--- src/rtl/uart_tx_fifo_fsm_pkg.sv ---
// Shared definitions for the UART RX/TX FIFO sequencers: state set and
// default datapath widths.
package uart_tx_fifo_fsm_pkg;

  localparam int DEF_DATA_W = 8;
  localparam int DEF_CNT_W  = 16;

  typedef enum logic [2:0] {
    ST_IDLE      = 3'd0,
    ST_READ      = 3'd1,
    ST_WAIT_DATA = 3'd2,
    ST_LOAD      = 3'd3,
    ST_WAIT_TX   = 3'd4,
    ST_GAP       = 3'd5
  } fifo_fsm_state_e;

  function automatic int max_int(input int a, input int b);
    return (a > b) ? a : b;
  endfunction

endpackage

--- src/rtl/uart_tx_fifo_fsm_timeout_cnt.sv ---
// Loadable down-counter with clear; shared by the inter-byte gap and the
// transmit-done timeout.
module uart_tx_timeout_cnt #(
  parameter int W = 8
) (
  input  logic         clk_i,
  input  logic         rst_ni,
  input  logic         clr_i,
  input  logic         load_i,
  input  logic [W-1:0] load_val_i,
  input  logic         dec_i,
  output logic         zero_o
);

  logic [W-1:0] cnt_q, cnt_d;

  always_comb begin
    cnt_d = cnt_q;
    if (clr_i) begin
      cnt_d = '0;
    end else if (load_i) begin
      cnt_d = load_val_i;
    end else if (dec_i && (cnt_q != '0)) begin
      cnt_d = cnt_q - 1'b1;
    end
  end

  always_ff @(posedge clk_i or negedge rst_ni) begin
    if (!rst_ni) begin
      cnt_q <= '0;
    end else begin
      cnt_q <= cnt_d;
    end
  end

  assign zero_o = (cnt_q == '0);

endmodule

--- src/rtl/uart_tx_fifo_fsm.sv ---
// Drains the TX FIFO into the UART transmitter one byte at a time, with
// optional inter-byte gap and a sticky timeout on a missing tx_done.
module uart_tx_fifo_fsm
  import uart_tx_fifo_fsm_pkg::*;
#(
  parameter int DATA_W         = DEF_DATA_W,
  parameter int RD_LATENCY     = 1,
  parameter int GAP_CYCLES     = 0,
  parameter int TIMEOUT_CYCLES = 200000,
  parameter int CNT_W          = DEF_CNT_W
) (
  input  logic              i_clk,
  input  logic              i_rst_n,
  input  logic              i_enable,
  input  logic              i_fifo_empty,
  output logic              o_fifo_rd_en,
  input  logic [DATA_W-1:0] i_fifo_data,
  output logic              o_tx_dv,
  output logic [DATA_W-1:0] o_tx_byte,
  input  logic              i_tx_active,
  input  logic              i_tx_done,
  output logic              o_busy,
  output logic [CNT_W-1:0]  o_byte_count,
  output logic              o_timeout_err,
  input  logic              i_err_clr
);

  localparam int TMR_MAX = max_int(TIMEOUT_CYCLES, GAP_CYCLES);
  localparam int TMR_W   = (TMR_MAX < 2) ? 1 : $clog2(TMR_MAX);
  localparam logic [TMR_W-1:0] TMO_LOAD = TMR_W'(TIMEOUT_CYCLES - 1);
  localparam logic [TMR_W-1:0] GAP_LOAD = TMR_W'((GAP_CYCLES > 0) ? GAP_CYCLES - 1 : 0);
  localparam logic [1:0]       LAT_LAST = 2'(RD_LATENCY - 1);

  fifo_fsm_state_e   state_q, state_d;
  logic [1:0]        lat_q, lat_d;
  logic [DATA_W-1:0] tx_byte_q, tx_byte_d;
  logic              tx_dv_q, tx_dv_d;
  logic [CNT_W-1:0]  cnt_q, cnt_d;
  logic              err_q, err_d;
  logic              rd_en, busy;
  logic              tmr_clr, tmr_load, tmr_dec, tmr_zero;
  logic [TMR_W-1:0]  tmr_load_val;

  uart_tx_timeout_cnt #(
    .W (TMR_W)
  ) u_tmr (
    .clk_i      (i_clk),
    .rst_ni     (i_rst_n),
    .clr_i      (tmr_clr),
    .load_i     (tmr_load),
    .load_val_i (tmr_load_val),
    .dec_i      (tmr_dec),
    .zero_o     (tmr_zero)
  );

  always_comb begin
    state_d      = state_q;
    lat_d        = lat_q;
    tx_byte_d    = tx_byte_q;
    tx_dv_d      = 1'b0;
    cnt_d        = cnt_q;
    err_d        = err_q;
    rd_en        = 1'b0;
    busy         = 1'b0;
    tmr_clr      = 1'b0;
    tmr_load     = 1'b0;
    tmr_dec      = 1'b0;
    tmr_load_val = '0;
    if (i_err_clr) err_d = 1'b0;
    case (state_q)
      ST_IDLE: begin
        tmr_clr = 1'b1;
        if (i_enable && !i_fifo_empty && !i_tx_active && !err_q) state_d = ST_READ;
      end
      ST_READ: begin
        busy    = 1'b1;
        rd_en   = 1'b1;
        lat_d   = '0;
        state_d = ST_WAIT_DATA;
      end
      ST_WAIT_DATA: begin
        busy = 1'b1;
        if (lat_q == LAT_LAST) state_d = ST_LOAD;
        else                   lat_d   = lat_q + 2'd1;
      end
      ST_LOAD: begin
        busy         = 1'b1;
        tx_byte_d    = i_fifo_data;
        tx_dv_d      = 1'b1;
        tmr_load     = 1'b1;
        tmr_load_val = TMO_LOAD;
        state_d      = ST_WAIT_TX;
      end
      ST_WAIT_TX: begin
        busy = 1'b1;
        // A done coincident with the dv pulse belongs to a previous frame.
        if (i_tx_done && !tx_dv_q) begin
          cnt_d = cnt_q + 1'b1;
          if (GAP_CYCLES > 0) begin
            tmr_load     = 1'b1;
            tmr_load_val = GAP_LOAD;
            state_d      = ST_GAP;
          end else begin
            tmr_clr = 1'b1;
            state_d = ST_IDLE;
          end
        end else if (tmr_zero) begin
          err_d   = 1'b1;
          state_d = ST_IDLE;
        end else begin
          tmr_dec = 1'b1;
        end
      end
      ST_GAP: begin
        busy = 1'b1;
        if (tmr_zero) state_d = ST_IDLE;
        else          tmr_dec = 1'b1;
      end
      default: state_d = ST_IDLE;
    endcase
  end

  always_ff @(posedge i_clk or negedge i_rst_n) begin
    if (!i_rst_n) begin
      state_q   <= ST_IDLE;
      lat_q     <= '0;
      tx_byte_q <= '0;
      tx_dv_q   <= 1'b0;
      cnt_q     <= '0;
      err_q     <= 1'b0;
    end else begin
      state_q   <= state_d;
      lat_q     <= lat_d;
      tx_byte_q <= tx_byte_d;
      tx_dv_q   <= tx_dv_d;
      cnt_q     <= cnt_d;
      err_q     <= err_d;
    end
  end

  assign o_fifo_rd_en  = rd_en;
  assign o_busy        = busy;
  assign o_tx_dv       = tx_dv_q;
  assign o_tx_byte     = tx_byte_q;
  assign o_byte_count  = cnt_q;
  assign o_timeout_err = err_q;

endmodule

--- config.mk ---
export PLATFORM = sky130hd
export DESIGN_NAME = uart_tx_fifo_fsm
export DESIGN_NICKNAME = d
export VERILOG_FILES = /design/src/rtl/uart_tx_fifo_fsm_pkg.sv /design/src/rtl/uart_tx_fifo_fsm_timeout_cnt.sv /design/src/rtl/uart_tx_fifo_fsm.sv
export SDC_FILE = /design/constraint.sdc
export NUM_CORES = 1
export LEC_CHECK = 0
export BUFFER_PORTS_ARGS = -buffer_cell sky130_fd_sc_hd__buf_2
export CORE_UTILIZATION = 60
export DETAILED_ROUTE_END_ITERATION = 16
export PLACE_DENSITY = 0.91
export SYNTH_ARGS = -nofsm -noshare
export SYNTH_HDL_FRONTEND = slang
export SYNTH_SLANG_ARGS = --single-unit
--- constraint.sdc ---
create_clock -name i_clk -period 3.7 [get_ports i_clk]
set_clock_uncertainty 0.05 [all_clocks]
set_input_delay 0.555 -clock i_clk [delete_from_list [all_inputs] [get_ports i_clk]]
set_output_delay 0.555 -clock i_clk [all_outputs]
set_load 0.05 [all_outputs]
Yosys cells after proc, flatten, opt, wreduce, memory -nomap -nowiden. Cells that the tools add are included.

Add/sub/neg operators: 3. Multipliers: 0. Divide/modulo/power cells: 0. $lt $le $gt $ge: 0. Equality and inequality tests: 8. Shift operators: 0. Mux-type cells: 23. Bitwise logic cells: 0. Reductions and logical operators: 19.

Operator list (number): $mux W18 (4); $logic_not A18 Y1 (1); $pmux W3 S6 (1); $reduce_bool A18 Y1 (1); $sub A18 B1 Y18 const B (1); $add A16 B1 Y16 const B (1); $mux W3 (4); $mux W1 (10); $eq A3 B2 Y1 const B (2); $eq A3 B3 Y1 const B (2); $ne A2 B2 Y1 const B (3); $reduce_and A2 Y1 (3); $logic_and A1 B1 Y1 (5); $reduce_or A5 Y1 (1); $logic_not A1 Y1 (4); $pmux W1 S2 (2); $pmux W2 S2 (1); $eq A3 B1 Y1 const B (1); $logic_not A3 Y1 (1); $reduce_bool A3 Y1 (1); $add A2 B1 Y2 const B (1); $logic_not A2 Y1 (1); $mux W2 (1); $reduce_bool A2 Y1 (1).

Bits in registers: 49. Bits in latches: 0. RAM bits: 0. ROM bits: 0. Bits of input ports: 15. Output and inout bits: 28. Logic and storage cells: 60. Memories: 0.

Logic depth before layout (Yosys ltp). Gate-level depths: netlist of run 1.

Word-level depth: 8. Depth in mapped cells: 9. Gate-level depth less buffers: 7.

Modules after synthesis. Synthesis of run 1 repeated with hierarchy kept, for this count alone.

Cells, all modules: 270. Area total of the unflattened synthesis: 2637.5 sq um.

By module, submodules not included: uart_tx_fifo_fsm (instances 1, cells an instance 136, area each 1423.9 sq um, seq. area each 775.7 sq um); uart_tx_timeout_cnt (instances 1, cells an instance 134, area each 1213.7 sq um, seq. area each 450.4 sq um).

Least setup slack after synthesis of run 1. No wires, ideal clock.

Path kind: register to register. Start point: reg u_tmr.cnt_q[0]. End point: reg u_tmr.cnt_q[2]. Setup time: 76 ps. Arrival time: 2033 ps. Data required time: 3574 ps. Path slack: 1541 ps. Stages on the path, launching flop included: 9. Path buffers: 1. Clock period less this slack: 2159 ps. Path through: dfrtp_1 inv_1 ha_1 or4b_1 nor3_2 a21o_1 buf_4 mux2_2 o21ai_1.

Longest elaborated chain between the ends: 6. Elaborated cells on any way between the ends: 11. Those cells by class: add/sub (1); mux (6); reduce/logical (4).

RTL lines: from (decl) (line uart_tx_fifo_fsm_timeout_cnt.sv:15) `logic [W-1:0] cnt_q, cnt_d;`; from (signal assigned) (line uart_tx_fifo_fsm_timeout_cnt.sv:32) `cnt_q <= cnt_d;`; branches (longest 6 deep; another with $sub A18 B1 Y18).

Several ways; the timed one is not identified. The select of a mux whose other input is x is not followed. A chain may end at the register's enable or synchronous reset.

Worst setup path after layout of run 1. Same ends and word-level chain as after synthesis.

==> metrics, run 1 <==
status=complete, no violations; CP endpoint kind=flop; Post-Place Worst Slack=approximately 1.1 ns; YS warnings=0; Post-synth EDFFs=0; Routed Antenna Nets=0; #FFs+latches synth=49; diode count=0; Final period util=a little over two thirds; worst path bufs/invs=1; drt first pass iters=4; HPWL after detailed placement=3.45 mm; # IOs=43; Worst Setup Slack, final=1.10 ns; Hold WS=0.378 ns; die height=65.9 microns; clock-pin slew on the worst setup and hold paths=0.08 ns; relative slew slack=30.5%; clk buf depth=2; Async SR Flop Fraction=between 90% and 100%; Root Buffer=clkbuf_8; main flop type after synthesis=dfrtp_1; Die Area=0.00434 sq mm; crit path time final=between 2 and 3 ns; Routed WL per cell=around 15 microns; Vias=2,006; CTS tree=yes; first-pass GRT wire length=8.30 mm; crit-path max FO=23; Total GRT Usage=25.1%; Remaining Overflow, GRT=0; worst-path cell chain=inv_1 > ha_1 > or4b_1 > nor3_2 > a21o_1 > mux2_2 > o21ai_1; nets@finish=310; GP Congestion=approximately 0.88; cells after synthesis=~250; Layout area overhead=12.5%; Max stage delay on crit path=0.59 ns; initial DRC count=around 140; most frequent cells in the layout=49 x dfrtp_1, 43 x nand2_1, 42 x buf_2; # Post-CTS Setup Buffers=0; final wirelength=5.01 mm; crit-path leading delay family=compound AO/OA/AOI/OAI gates; Distinct cells, synth=47; Core Footprint=between 0.003 and 0.004 sq mm; vias in the first global route=between 1,500 and 2,000; maximum VDD drop=0.000486 V; initial antenna violation count=0; worst min path class=in2async; CTS HTree Levels=2; number of max-cap violations=0; Starting Density=between 60% and 70%; RSZ-0062 raised after global routing=false; setup TNS=0 ns; CP required=roughly 3.9 ns; syn_nets=272; Die X=65.9 microns; DRC=0; WS Path Type=reg2reg; Cell Rows=22; IO buf count=42; share of layout cells above drive strength 1=20.5%; Vias/cell=~5.9; CTS hold repair buffers=0; TritonCTS Buffers=5; crit path DAT=2.79 ns; final setup violation count=0; pin count of the biggest net entering global routing=50; Pwr Density=803 mW/mm^2; most common cell after layout, fill and taps aside=dfrtp_1; max-slew violations=0; Post-Syn Area=0.00245 sq mm; Slowest cell on crit path=a21o_1; LEAKAGE=1.34 nW; sequential share of the synthesized area=between 50% and 60%; endpoints failing hold=0; CTS resizes=0; clk_lat worst skew=about 0.31 ns; CTS sink cnt=49; startpoint types=flop; Mean Syn Cell Area=9.68 sq um; Worst Tran Pin Value=1.04 ns; fmax=slightly below 400 MHz
-- per-stage QoR --
step / cell area [sq um] / power, mW / util, % / cells
after CTS: 2760 / 2.22 / 72.6 / 340
after floorplan: 2450 / 1.66 / - / 253
after global placement: 2670 / 1.85 / 70.4 / 332
after detailed placement: 2670 / 1.91 / 70.4 / 332
after global routing: 2760 / 2.36 / 72.6 / 340
final: 2760 / 2.21 / 72.6 / 340
-- layout make-up --
cell class	instances	area (sq um)
flip-flops and latches	49	1230
multi-input cells	185	1140
fillers	268	1040
repair buffers	43	218
clock buffers	7	76.3
well taps	48	60.1
inverters	7	26.3
clock inverters	1	7.51
-- report_power, final --
group          leakage [nW]  switching [mW]  internal (mW)  total [mW]
combinational         0.648           0.730          0.337        1.07
sequential            0.649           0.164          0.675       0.839
clock                0.0385           0.174          0.134       0.308
total                  1.34            1.07           1.15        2.21
-- path summary, 6_finish.rpt --
path / endpoint / start / cells after the start / slack (ns)
worst max-delay path: u_tmr.cnt_q[2] / u_tmr.cnt_q[0] / 7 / 1.10
worst min-delay path: o_byte_count[0] / i_rst_n / 1 / 0.38
worst max register to register: u_tmr.cnt_q[2] / u_tmr.cnt_q[0] / 7 / 1.10
worst min register to register: o_byte_count[15] / o_byte_count[15] / 1 / 0.43
max in group asynchronous: lat_q[1] / i_rst_n / 1 / 2.58
min in group i_clk: o_tx_byte[5] / i_fifo_data[5] / 3 / 0.38
-- state kept, by name, summed over array words and instances, names as in the netlist --
register / cells
o_tx_byte: 8
u_tmr.cnt_q: 18
state_q: 3
o_byte_count: 16
lat_q: 2
o_timeout_err: 1
o_tx_dv: 1
-- cells in the mapped netlist, types with 3 or more instances --
cell type / count / area (sq um)
or3_4: 3 / 33.8
o21ai_0: 10 / 50.1
nor3_1: 3 / 15.0
clkbuf_1: 7 / 26.3
nor2b_1: 4 / 25.0
a21oi_1: 11 / 55.1
nor2_1: 12 / 45.0
o31ai_1: 3 / 22.5
nand3_1: 15 / 75.1
dfrtp_1: 49 / 1230
and3_1: 6 / 37.5
nand4_1: 4 / 25.0
xor2_1: 5 / 43.8
nor4_1: 5 / 31.3
nand4b_1: 3 / 26.3
nand2_1: 43 / 161
inv_1: 7 / 26.3
mux2i_1: 4 / 40.0
ha_1: 4 / 50.1
xnor2_1: 10 / 87.6
or4_1: 6 / 45.0
nand2b_1: 7 / 43.8
-- cell families after synthesis --
logic type      Yosys count  share of synthesized area [%]
simple gates            121                           26.6
flops                    49                           50.1
compound gates           39                           10.1
buf+inv                  19                           3.32
xor+xnor                 15                           5.36
mux                       6                           2.55
fa+ha+maj                 4                           2.04
-- per-layer routing --
metal / global-route usage (%) / up-vias / share of wire (%)
li1: - / 966 / -
met1: 32.3 / 970 / 44
met2: 41.7 / 63 / 49
met3: 4.48 / 7 / 5.3
met4: 10.1 / 0 / 1.1
met5: 0 / - / 0
Power figures use the tool's default switching activity.
==> inputs of run 2 (changes only) <==
--- a/config.mk
+++ b/config.mk
@@ -5,10 +5,11 @@
 export SDC_FILE = /design/constraint.sdc
 export NUM_CORES = 1
 export LEC_CHECK = 0
+export ABC_AREA = 1
 export BUFFER_PORTS_ARGS = -buffer_cell sky130_fd_sc_hd__buf_2
-export CORE_UTILIZATION = 60
+export CORE_UTILIZATION = 51
 export DETAILED_ROUTE_END_ITERATION = 16
-export PLACE_DENSITY = 0.91
+export PLACE_DENSITY = 0.82
 export SYNTH_ARGS = -nofsm -noshare
 export SYNTH_HDL_FRONTEND = slang
 export SYNTH_SLANG_ARGS = --single-unit
==> constraint.sdc (replaced) <==
create_clock -name i_clk -period 2.3 [get_ports i_clk]
set_clock_uncertainty 0.05 [all_clocks]
set_input_delay 0.345 -clock i_clk [delete_from_list [all_inputs] [get_ports i_clk]]
set_output_delay 0.345 -clock i_clk [all_outputs]
set_load 0.05 [all_outputs]
==> metrics, run 2 <==
status=complete, no violations; nets@finish=453 (+46%); Final Core Density=60.9% (-12 points); clk_lat worst skew=0.31 ns (about the same); Root Buffer=clkbuf_8; crit path time final=2.00 ns (-0.595 ns); main flop type after synthesis=dfrtp_1; first-pass GRT wire length=10.7 mm (+29%); Starting Density=54.0% (-10 points); cells after synthesis=388 (+53%); CTS tree=yes; Worst Tran Pin Value=0.621 ns (-0.422 ns); share of layout cells above drive strength 1=17.2% (-3.3 points); Core Footprint=0.00524 sq mm (+38%); area of the multi-input gates=0.00134 sq mm (+17%); Routed WL per cell=12.0 microns (-18%); clock-pin slew on the worst setup and hold paths=0.09 ns (about the same); pin count of the biggest net entering global routing=50 (unchanged); Yosys top cell by area=dfrtp_1; CP required=2.50 ns (-1.39 ns); crit path DAT=2.21 ns (-0.58 ns); GP Congestion=0.898 (+2.4%); Layout area overhead=12.8%; crit-path leading delay family=simple AND/OR/NAND/NOR gates; most common cell after layout, fill and taps aside=nand2_1; maximum VDD drop=0.000860 V (+77%); diode count=0 (unchanged); final wirelength=6.08 mm (+21%); Post-synth EDFFs=0 (unchanged); # IOs=43 (unchanged); syn_nets=407 (+50%); WS Path Type=reg2reg; top-count cell post-synth=nand2_1; crit-path max FO=13 (-43%); Post-Syn Area=0.00283 sq mm (+16%); Max stage delay on crit path=0.37 ns (-0.22 ns); drt first pass iters=5 (+1); XOR/XNOR Fraction of Synth Area=4.02% (-1.3 points); Fillers=439 (+64%); Biggest register=u_tmr.cnt_q; max FFs per register=18 (unchanged); Post-Synth Adder-Cell Area=1.77% (-0.27 points); initial DRC count=268 (+89%); HPWL after detailed placement=4.60 mm (+33%); setup TNS=0 ns (unchanged); Synth area leaders=dfrtp_1 43%, nand2_1 16%, inv_1 7.0%, nor2_1 6.9%, nand3_1 5.3%; CP endpoint kind=flop; Pwr Density=1370 mW/mm^2 (+71%); LEAKAGE=1.74 nW (+31%); die height=76.5 microns (+16%); most frequent cells in the layout=121 x nand2_1, 53 x inv_1, 52 x nor2_1; Crit Reg-Reg Startpoint=u_tmr.cnt_q[0]; clk buf depth=2 (unchanged); post-synthesis compound-gate area fraction=6.01% (-4.0 points); mux cell area share after synthesis=0% (-2.6 points); # Post-CTS Setup Buffers=0 (unchanged); fmax=499 MHz (+30%); endpoints failing hold=0 (unchanged); worst-path cell chain=inv_1 > ha_1 > nand3_1 > nor2_1 > nand2_1 > nand2_4 > nand2_2 > inv_1 > nand2_1 > nand2_1; Sequential cell area=0.00123 sq mm (unchanged); Routed Antenna Nets=0 (unchanged); Slowest cell on crit path=dfrtp_1; worst path bufs/invs=2 (+1); Post-Synth Simple-Gate Area=35.6% (+9.0 points); IO buf count=42 (unchanged); CTS hold repair buffers=0 (unchanged); placed inst area=0.00310 sq mm (+16%); Vias=2,588 (+29%); synth cell count leaders=121 x nand2_1, 53 x inv_1, 52 x nor2_1; Final period util=87.1% (+17 points); Vias/cell=5.12 (-13%); #FFs+latches synth=49 (unchanged); Power Total=4.39 mW (+98%); startpoint types=flop; Die X=76.5 microns (+16%); CTS sink cnt=49 (unchanged); Cell Rows=26 (+18%); YS warnings=0 (unchanged); CP Launch Point=u_tmr.cnt_q[0]; Total GRT Usage=22.7% (-2.4 points); Remaining Overflow, GRT=0 (unchanged); worst min path class=in2async; RSZ-0062 raised after global routing=false; initial antenna violation count=0 (unchanged); final setup violation count=0 (unchanged); TritonCTS Buffers=5 (unchanged); max-slew violations=0 (unchanged); DRC=0 (unchanged); number of max-cap violations=0 (unchanged); Mean Syn Cell Area=7.29 sq um (-25%); CTS resizes=0 (unchanged); largest family of logic cells by synthesized area=simple AND/OR/NAND/NOR gates; Synth top area share=43.3% (-6.7 points); sequential share of the synthesized area=43.3% (-6.7 points); Die Area=0.00585 sq mm (+35%); CTS HTree Levels=2 (unchanged); most used cell, CP=nand2_1; vias in the first global route=2,342 (+27%); relative slew slack=58.6% (+28 points); fin area=0.00319 sq mm (+16%); Distinct cells, synth=26 (-45%); Async SR Flop Fraction=100% (unchanged)
## run 2: cell types whose count changed after synthesis, moves of 10 or more
cell / delta
nand2_1: +78
inv_1: +46
nor2_1: +40
nand3_1: +15
a21oi_1: -10
o21ai_2: +10
## run 2: path summary, 6_finish.rpt
| check | end | slack [ns] | depth (start not counted) |
|---|---|---|---|
| max | u_tmr.cnt_q[7] | 0.30 | 10 |
| min | u_tmr.cnt_q[4] | 0.07 | 2 |
| max reg2reg | u_tmr.cnt_q[7] | 0.30 | 10 |
| min reg2reg | o_tx_byte[1] | 0.43 | 2 |
| max in group asynchronous | lat_q[1] | 1.71 | 2 |
| min in group i_clk | o_timeout_err | 0.16 | 2 |
## run 2: kinds of logic after synthesis
| kind of cell | count (synthesis) |
|---|---|
| AOI/OAI and AO/OA | 25 |
| xor gates and xnor gates | 13 |
| adders and majority gates | 4 |
| buffers and inverters | 62 |
| DFF | 49 |
| and+or+nand+nor | 235 |
## run 2: report_power, final
part / internal [mW] / switching, mW / total, mW / leakage, nW
combinational: 0.684 / 1.82 / 2.51 / 1.06
sequential: 1.12 / 0.234 / 1.35 / 0.640
clock: 0.216 / 0.314 / 0.530 / 0.0445
total: 2.02 / 2.37 / 4.39 / 1.74
## run 2: through the flow
step                      hold WS [ns]  setup WS [ns]  cells
final                           0.0675          0.296    505
after global routing             0.131         0.0861    505
after CTS                       0.0980          0.308    505
after detailed placement         0.411          0.331    497
after global placement           0.403          0.410    497
after floorplan              -0.000591          0.471    388
## run 2: worst register-to-register path, delay by kind of cell (launching register included)
family                     cells  cell delay, ns
and+or+nand+nor                7            0.96
adders and majority gates      1            0.19
DFF                            1            0.37
buffers and inverters          2            0.37
## run 2: cell type report
type	count	area share, %
clock inverter	3	0.666
inverter	55	6.47
tap	70	2.74
multi-input combinational	277	42.0
sequential	49	38.4
timing repair buffer	46	7.53
clock buffer	5	2.16
## run 2: per-layer routing
| layer | share of wire [%] | global-route usage, % |
|---|---|---|
| met5 | 0 | 0 |
| met2 | 45 | 36.1 |
| met4 | 1.1 | 5.77 |
| met1 | 47 | 32.1 |
| met3 | 7.0 | 3.95 |
